$ cat src/rtl/bcd_scan_conv.sv
// Binary-to-BCD converter (shift-add-3, N_in+2 cycles per conversion) feeding a
// multiplexed active-low 7-segment scanner; start is ignored while busy.
module bcd_scan_conv #(
  parameter int N_in     = 10,
  parameter int N_DIG    = 4,
  parameter int N_out    = 7,
  parameter int SCAN_DIV = 50000
) (
  input  logic                 clk,
  input  logic                 rst_n,
  input  logic [N_in-1:0]      bin_in,
  input  logic                 start,
  input  logic                 blank_lz,
  output logic                 busy,
  output logic                 done,
  output logic [4*N_DIG-1:0]   bcd_out,
  output logic                 overflow,
  output logic [N_out-1:0]     seg,
  output logic [N_DIG-1:0]     an
);

  localparam int BW = 4 * N_DIG;
  localparam int CW = $clog2(N_in + 1);
  localparam int SW = (SCAN_DIV > 1) ? $clog2(SCAN_DIV) : 1;
  localparam int IW = (N_DIG > 1) ? $clog2(N_DIG) : 1;

  localparam logic [1:0] S_IDLE  = 2'd0;
  localparam logic [1:0] S_SHIFT = 2'd1;
  localparam logic [1:0] S_LOAD  = 2'd2;

  logic [1:0]       r_state;
  logic [N_in-1:0]  r_bin;
  logic [BW-1:0]    r_bcd;
  logic [CW-1:0]    r_cnt;
  logic             r_ovf;
  logic [BW-1:0]    r_bcd_out;
  logic             r_ovf_out;
  logic             r_done;
  logic [SW-1:0]    r_scan;
  logic [IW-1:0]    r_idx;
  logic [N_DIG-1:0] r_an;
  logic [N_out-1:0] r_seg;

  logic [BW-1:0]    w_adj;
  logic [N_DIG-1:0] w_lz;
  logic [3:0]       w_digit;
  logic             w_blank;
  logic [6:0]       w_seg;

  function automatic logic [6:0] fn_seg(input logic [3:0] d);
    case (d)
      4'd0:    fn_seg = 7'b1000000;
      4'd1:    fn_seg = 7'b1111001;
      4'd2:    fn_seg = 7'b0100100;
      4'd3:    fn_seg = 7'b0110000;
      4'd4:    fn_seg = 7'b0011001;
      4'd5:    fn_seg = 7'b0010010;
      4'd6:    fn_seg = 7'b0000010;
      4'd7:    fn_seg = 7'b1111000;
      4'd8:    fn_seg = 7'b0000000;
      4'd9:    fn_seg = 7'b0010000;
      default: fn_seg = 7'b1111111;
    endcase
  endfunction

  always_comb begin
    w_adj = r_bcd;
    for (int i = 0; i < N_DIG; i++) begin
      if (r_bcd[4*i +: 4] >= 4'd5) w_adj[4*i +: 4] = r_bcd[4*i +: 4] + 4'd3;
    end
  end

  // The bit leaving the top digit is dropped, so the register holds the value mod 10^N_DIG.
  always_ff @(posedge clk or negedge rst_n) begin
    if (!rst_n) begin
      r_state   <= S_IDLE;
      r_bin     <= '0;
      r_bcd     <= '0;
      r_cnt     <= '0;
      r_ovf     <= 1'b0;
      r_bcd_out <= '0;
      r_ovf_out <= 1'b0;
      r_done    <= 1'b0;
    end else begin
      r_done <= 1'b0;
      case (r_state)
        S_IDLE: begin
          if (start) begin
            r_bin   <= bin_in;
            r_bcd   <= '0;
            r_cnt   <= '0;
            r_ovf   <= 1'b0;
            r_state <= S_SHIFT;
          end
        end
        S_SHIFT: begin
          r_bcd <= {w_adj[BW-2:0], r_bin[N_in-1]};
          r_bin <= {r_bin[N_in-2:0], 1'b0};
          r_ovf <= r_ovf | w_adj[BW-1];
          r_cnt <= r_cnt + CW'(1);
          if (r_cnt == CW'(N_in - 1)) r_state <= S_LOAD;
        end
        S_LOAD: begin
          r_bcd_out <= r_bcd;
          r_ovf_out <= r_ovf;
          r_done    <= 1'b1;
          r_state   <= S_IDLE;
        end
        default: r_state <= S_IDLE;
      endcase
    end
  end

  // w_lz[i]: digits i..N_DIG-1 are all zero.
  always_comb begin
    logic z;
    z    = 1'b1;
    w_lz = '0;
    for (int i = N_DIG - 1; i >= 0; i--) begin
      z       = z & (r_bcd_out[4*i +: 4] == 4'd0);
      w_lz[i] = z;
    end
  end

  always_comb begin
    w_digit = 4'd0;
    w_blank = 1'b0;
    for (int i = 0; i < N_DIG; i++) begin
      if (r_idx == IW'(i)) begin
        w_digit = r_bcd_out[4*i +: 4];
        w_blank = blank_lz && w_lz[i] && (i != 0);
      end
    end
    w_seg = w_blank ? 7'b1111111 : fn_seg(w_digit);
  end

  // an and seg are both registered from the same index so they stay aligned.
  always_ff @(posedge clk or negedge rst_n) begin
    if (!rst_n) begin
      r_scan <= '0;
      r_idx  <= '0;
      r_an   <= ~N_DIG'(1);
      r_seg  <= 7'b1000000;
    end else begin
      if (r_scan == SW'(SCAN_DIV - 1)) begin
        r_scan <= '0;
        r_idx  <= (r_idx == IW'(N_DIG - 1)) ? '0 : r_idx + IW'(1);
      end else begin
        r_scan <= r_scan + SW'(1);
      end
      r_an  <= ~(N_DIG'(1) << r_idx);
      r_seg <= w_seg;
    end
  end

  assign busy     = (r_state != S_IDLE);
  assign done     = r_done;
  assign bcd_out  = r_bcd_out;
  assign overflow = r_ovf_out;
  assign seg      = r_seg;
  assign an       = r_an;

endmodule

$ cat config.mk
export PLATFORM = sky130hd
export DESIGN_NAME = bcd_scan_conv
export DESIGN_NICKNAME = d
export VERILOG_FILES = /design/src/rtl/bcd_scan_conv.sv
export SDC_FILE = /design/constraint.sdc
export NUM_CORES = 1
export LEC_CHECK = 0
export BUFFER_PORTS_ARGS = -buffer_cell sky130_fd_sc_hd__buf_2
export CORE_MARGIN = 1
export CORE_UTILIZATION = 40
export DETAILED_ROUTE_END_ITERATION = 8
export GPL_ROUTABILITY_DRIVEN = 0
export PLACE_DENSITY = 0.62
export SLEW_MARGIN = 20
export SYNTH_ARGS = -nofsm -noshare
export SYNTH_HDL_FRONTEND = slang
export SYNTH_SLANG_ARGS = --single-unit
$ cat constraint.sdc
create_clock -name clk -period 2.5 [get_ports clk]
set_input_delay 0 -clock clk [delete_from_list [all_inputs] [get_ports clk]]
set_output_delay 0 -clock clk [all_outputs]
set_load 0.05 [all_outputs]
==> key figures <==
STA
  • Minimum clock period: 2170 ps
  • Slew headroom: 52.5%
  • Max Clock Freq: 460 MHz
  • Fin Clk Skew: 8.63 ps
  • Final hold vios: 0
  • Total negative slack: 0 ps
  • Worst Tran Pin Value: 713 ps
  • Final setup violation count: 0
  • Fin. max-slew vios: 0
  • RSZ-0062 raised after global routing: false
  • Final worst-path cycle share: 87.0%
  • Setup ws final: 326 ps

Worst setup path
  • CP Max Fanout: 10
  • Worst Path Required: 2770 ps
  • Crit path DAT: 2450 ps
  • Crit-path cells: inv_1, ha_1, nand2b_1, o22ai_1, a31oi_2, ha_1, inv_1, mux2_2, a21oi_1
  • Crit path capture type: register
  • Critical Path Slowest Stage Cell: a31oi_2
  • Startpoint types: register
  • WS Path Type: reg2reg
  • Critical Path Max Stage Delay: 400 ps

Finish
  • Layout cell share with drive strength beyond 1: 21.8%
  • Fillers: 887
  • Post-layout net count: 465
  • Layout area overhead: 17.5%
  • Finished Cell Area: 4600 um2
  • Final Non-Filler Cells: 569
  • Diodes inserted: 0
  • Commonest cells after routing, fill and taps aside: dfrtp_1, buf_2, o21ai_0, nand2_1
  • Most common cell after layout, fill and taps aside: dfrtp_1

Flow run
  • Max-Cap Viols: 0

Floorplan
  • Top Ports: 44
  • Die Y: 101 um
  • Row count: 35
  • Die width: 101 um
  • Initial Util: 41.8%
  • Die area: 10200 um2
  • Core area: 9370 um2

Clocking
  • Setup Buffers After CTS: 0
  • CTS tree: built
  • Total CTS buffers: 9
  • Worst-Skew Late Latency: 340 ps
  • H-tree levels: 3
  • Bufs on Longest Clock Path: 2
  • CTS sink count: 80
  • Clk root buf: clkbuf_8
  • CTS clk-pin slew, worst paths: 80 ps

Detailed routing
  • Initial drt markers: 118
  • Drc violations: 0
  • WL/cell: 13.4 um
  • DRT Wirelength: 7.65 mm
  • Final ANT Viol Nets: 0
  • 1st-pass router iterations: 4
  • Vias: 2946
  • Vias per cell: 5.18

Yosys
  • Synth Net Count: 409
  • Mean area per synthesized cell: 10.3 um2
  • Syn Std Cell Area: 3920 um2
  • Sequential-to-total area share from yosys stat: 51.2%
  • Ys async rst share: 100%
  • Main synth FF type: dfrtp_1
  • Syn Inst Count: 379
  • Synthesis warning total: 0
  • Cell variety after synth: 46
  • Synthesis-stage register bit count: 80
  • Number of synthesized flops with an enable pin: 0

Global route
  • GRT Residual Overflow: 0
  • Largest net degree at the start of global routing: 81
  • Initial antenna violation count: 0
  • Number of global-route vias before repair: 2865
  • First-pass GRT wire length: 13.3 mm
  • GR Util met1: 22.1%
  • Top Usage Layer GRT: met2
  • Met3 Resource Use GR: 3.88%
  • GR Util met2: 26.8%
  • All-Layer GR Usage: 16.7%

Place
  • I/O Buffers: 43
  • Placed Cells: 542
  • Placed wire-length estimate: 5.17 mm
  • Dpl ws: 373 ps
  • Dpl cell area: 4270 um2

Min path
  • Hold Path Class: in2reg

Power
  • Overall Power: 4.97 mW
  • Maximum vdd drop: 0.000458 V
  • Lkg Pwr: 2.15 nW
  • Pwr/cell area: 1080 nW/um2

Run status
  • Outcome: finished clean
synthesized netlist by cell type (2+ instances only):
master,number,area [um2]
ha_1,16,200
dfrtp_1,76,1900
o31ai_1,3,22.5
xor2_1,10,87.6
dfstp_2,4,105
nor3_1,11,55.1
o22ai_1,2,12.5
xnor2_1,11,96.3
nand3_1,16,80.1
nand2_1,31,116
inv_1,20,75.1
buf_2,4,20.0
o211ai_1,5,37.5
nor4_1,2,12.5
a22oi_1,9,67.6
a22o_1,3,26.3
mux2_2,18,203
nor2b_1,13,81.3
o21ai_0,35,175
a21oi_1,22,110
nand4_1,4,25.0
nand2b_1,8,50.1
a21o_1,3,22.5
nor2_1,22,82.6
clkbuf_1,10,37.5
registers in the layout (all words and copies together), names as in the netlist:
register  flops
an            4
r_bcd        16
r_cnt         4
overflow      1
r_idx         2
r_bin        10
seg           7
done          1
r_ovf         1
r_scan       16
bcd_out      16
r_state       2
area by class of cell:
cell class	instances	area [um2]	area share, %
clock buffer	14	183	3.97
timing repair buffer	60	377	8.18
tap	129	161	3.51
inverter	20	75.1	1.63
clock inverter	2	35.0	0.761
multi-input combinational	264	1770	38.4
sequential	80	2010	43.6
logic make-up after synthesis:
kind of cell    Yosys count  synth area share, %
flops                    80                 51.2
buf+inv                  35                 3.67
compound gates           94                 15.2
fa+ha+maj                16                 5.11
xor+xnor                 21                 4.69
simple gates            114                 14.7
mux                      19                 5.43
layer usage:
layer,up-vias,share of wire (%),wire length (um)
li1,1433,-,-
met5,-,0,0
met4,0,2.1,157
met1,1428,46,3540
met2,68,47,3610
met3,17,4.4,339
critical path: cells and delay by family, from the launching register on:
family                     cells  cell delay (ps)
and+or+nand+nor                1              180
DFF                            1              380
muxes                          1              250
AOI/OAI and AO/OA              3              680
buffers and inverters          2              130
adders and majority gates      2              480
stage by stage:
step                util (%)  hold WS [ps]
detailed placement      45.6           240
global placement        45.6           237
finish                  49.1           123
CTS                     49.1           114
floorplan                  -          -296
global route            49.1           126
what timing repair did:
action / CTS / global route
hold buffers: 11 / 0
endpoints found under the hold margin: 86 / 0
gates resized for setup: 0 / 0
path summary, 6_finish.rpt:
check | from | end | slack [ps] | cells past startpoint
setup / recovery | r_idx[0]$_DFFE_PN0N_ | seg[6]$_DFF_PN1_ | 330 | 9
hold / removal | blank_lz | seg[0]$_DFF_PN0_ | 120 | 4
setup reg to reg | r_idx[0]$_DFFE_PN0N_ | seg[6]$_DFF_PN1_ | 330 | 9
hold reg to reg | r_scan[0]$_DFF_PN0_ | r_scan[0]$_DFF_PN0_ | 480 | 1
max in group asynchronous | rst_n | r_bin[5]$_DFFE_PN0P_ | 1750 | 2
min in group asynchronous | rst_n | bcd_out[15]$_DFFE_PN0P_ | 260 | 2
report_power, final:
part | switching [mW] | internal [mW]
logic | 1.17 | 0.734
registers | 0.398 | 1.65
clock network | 0.451 | 0.570
total | 2.02 | 2.95
No activity file was read; power rests on OpenSTA's default activity.
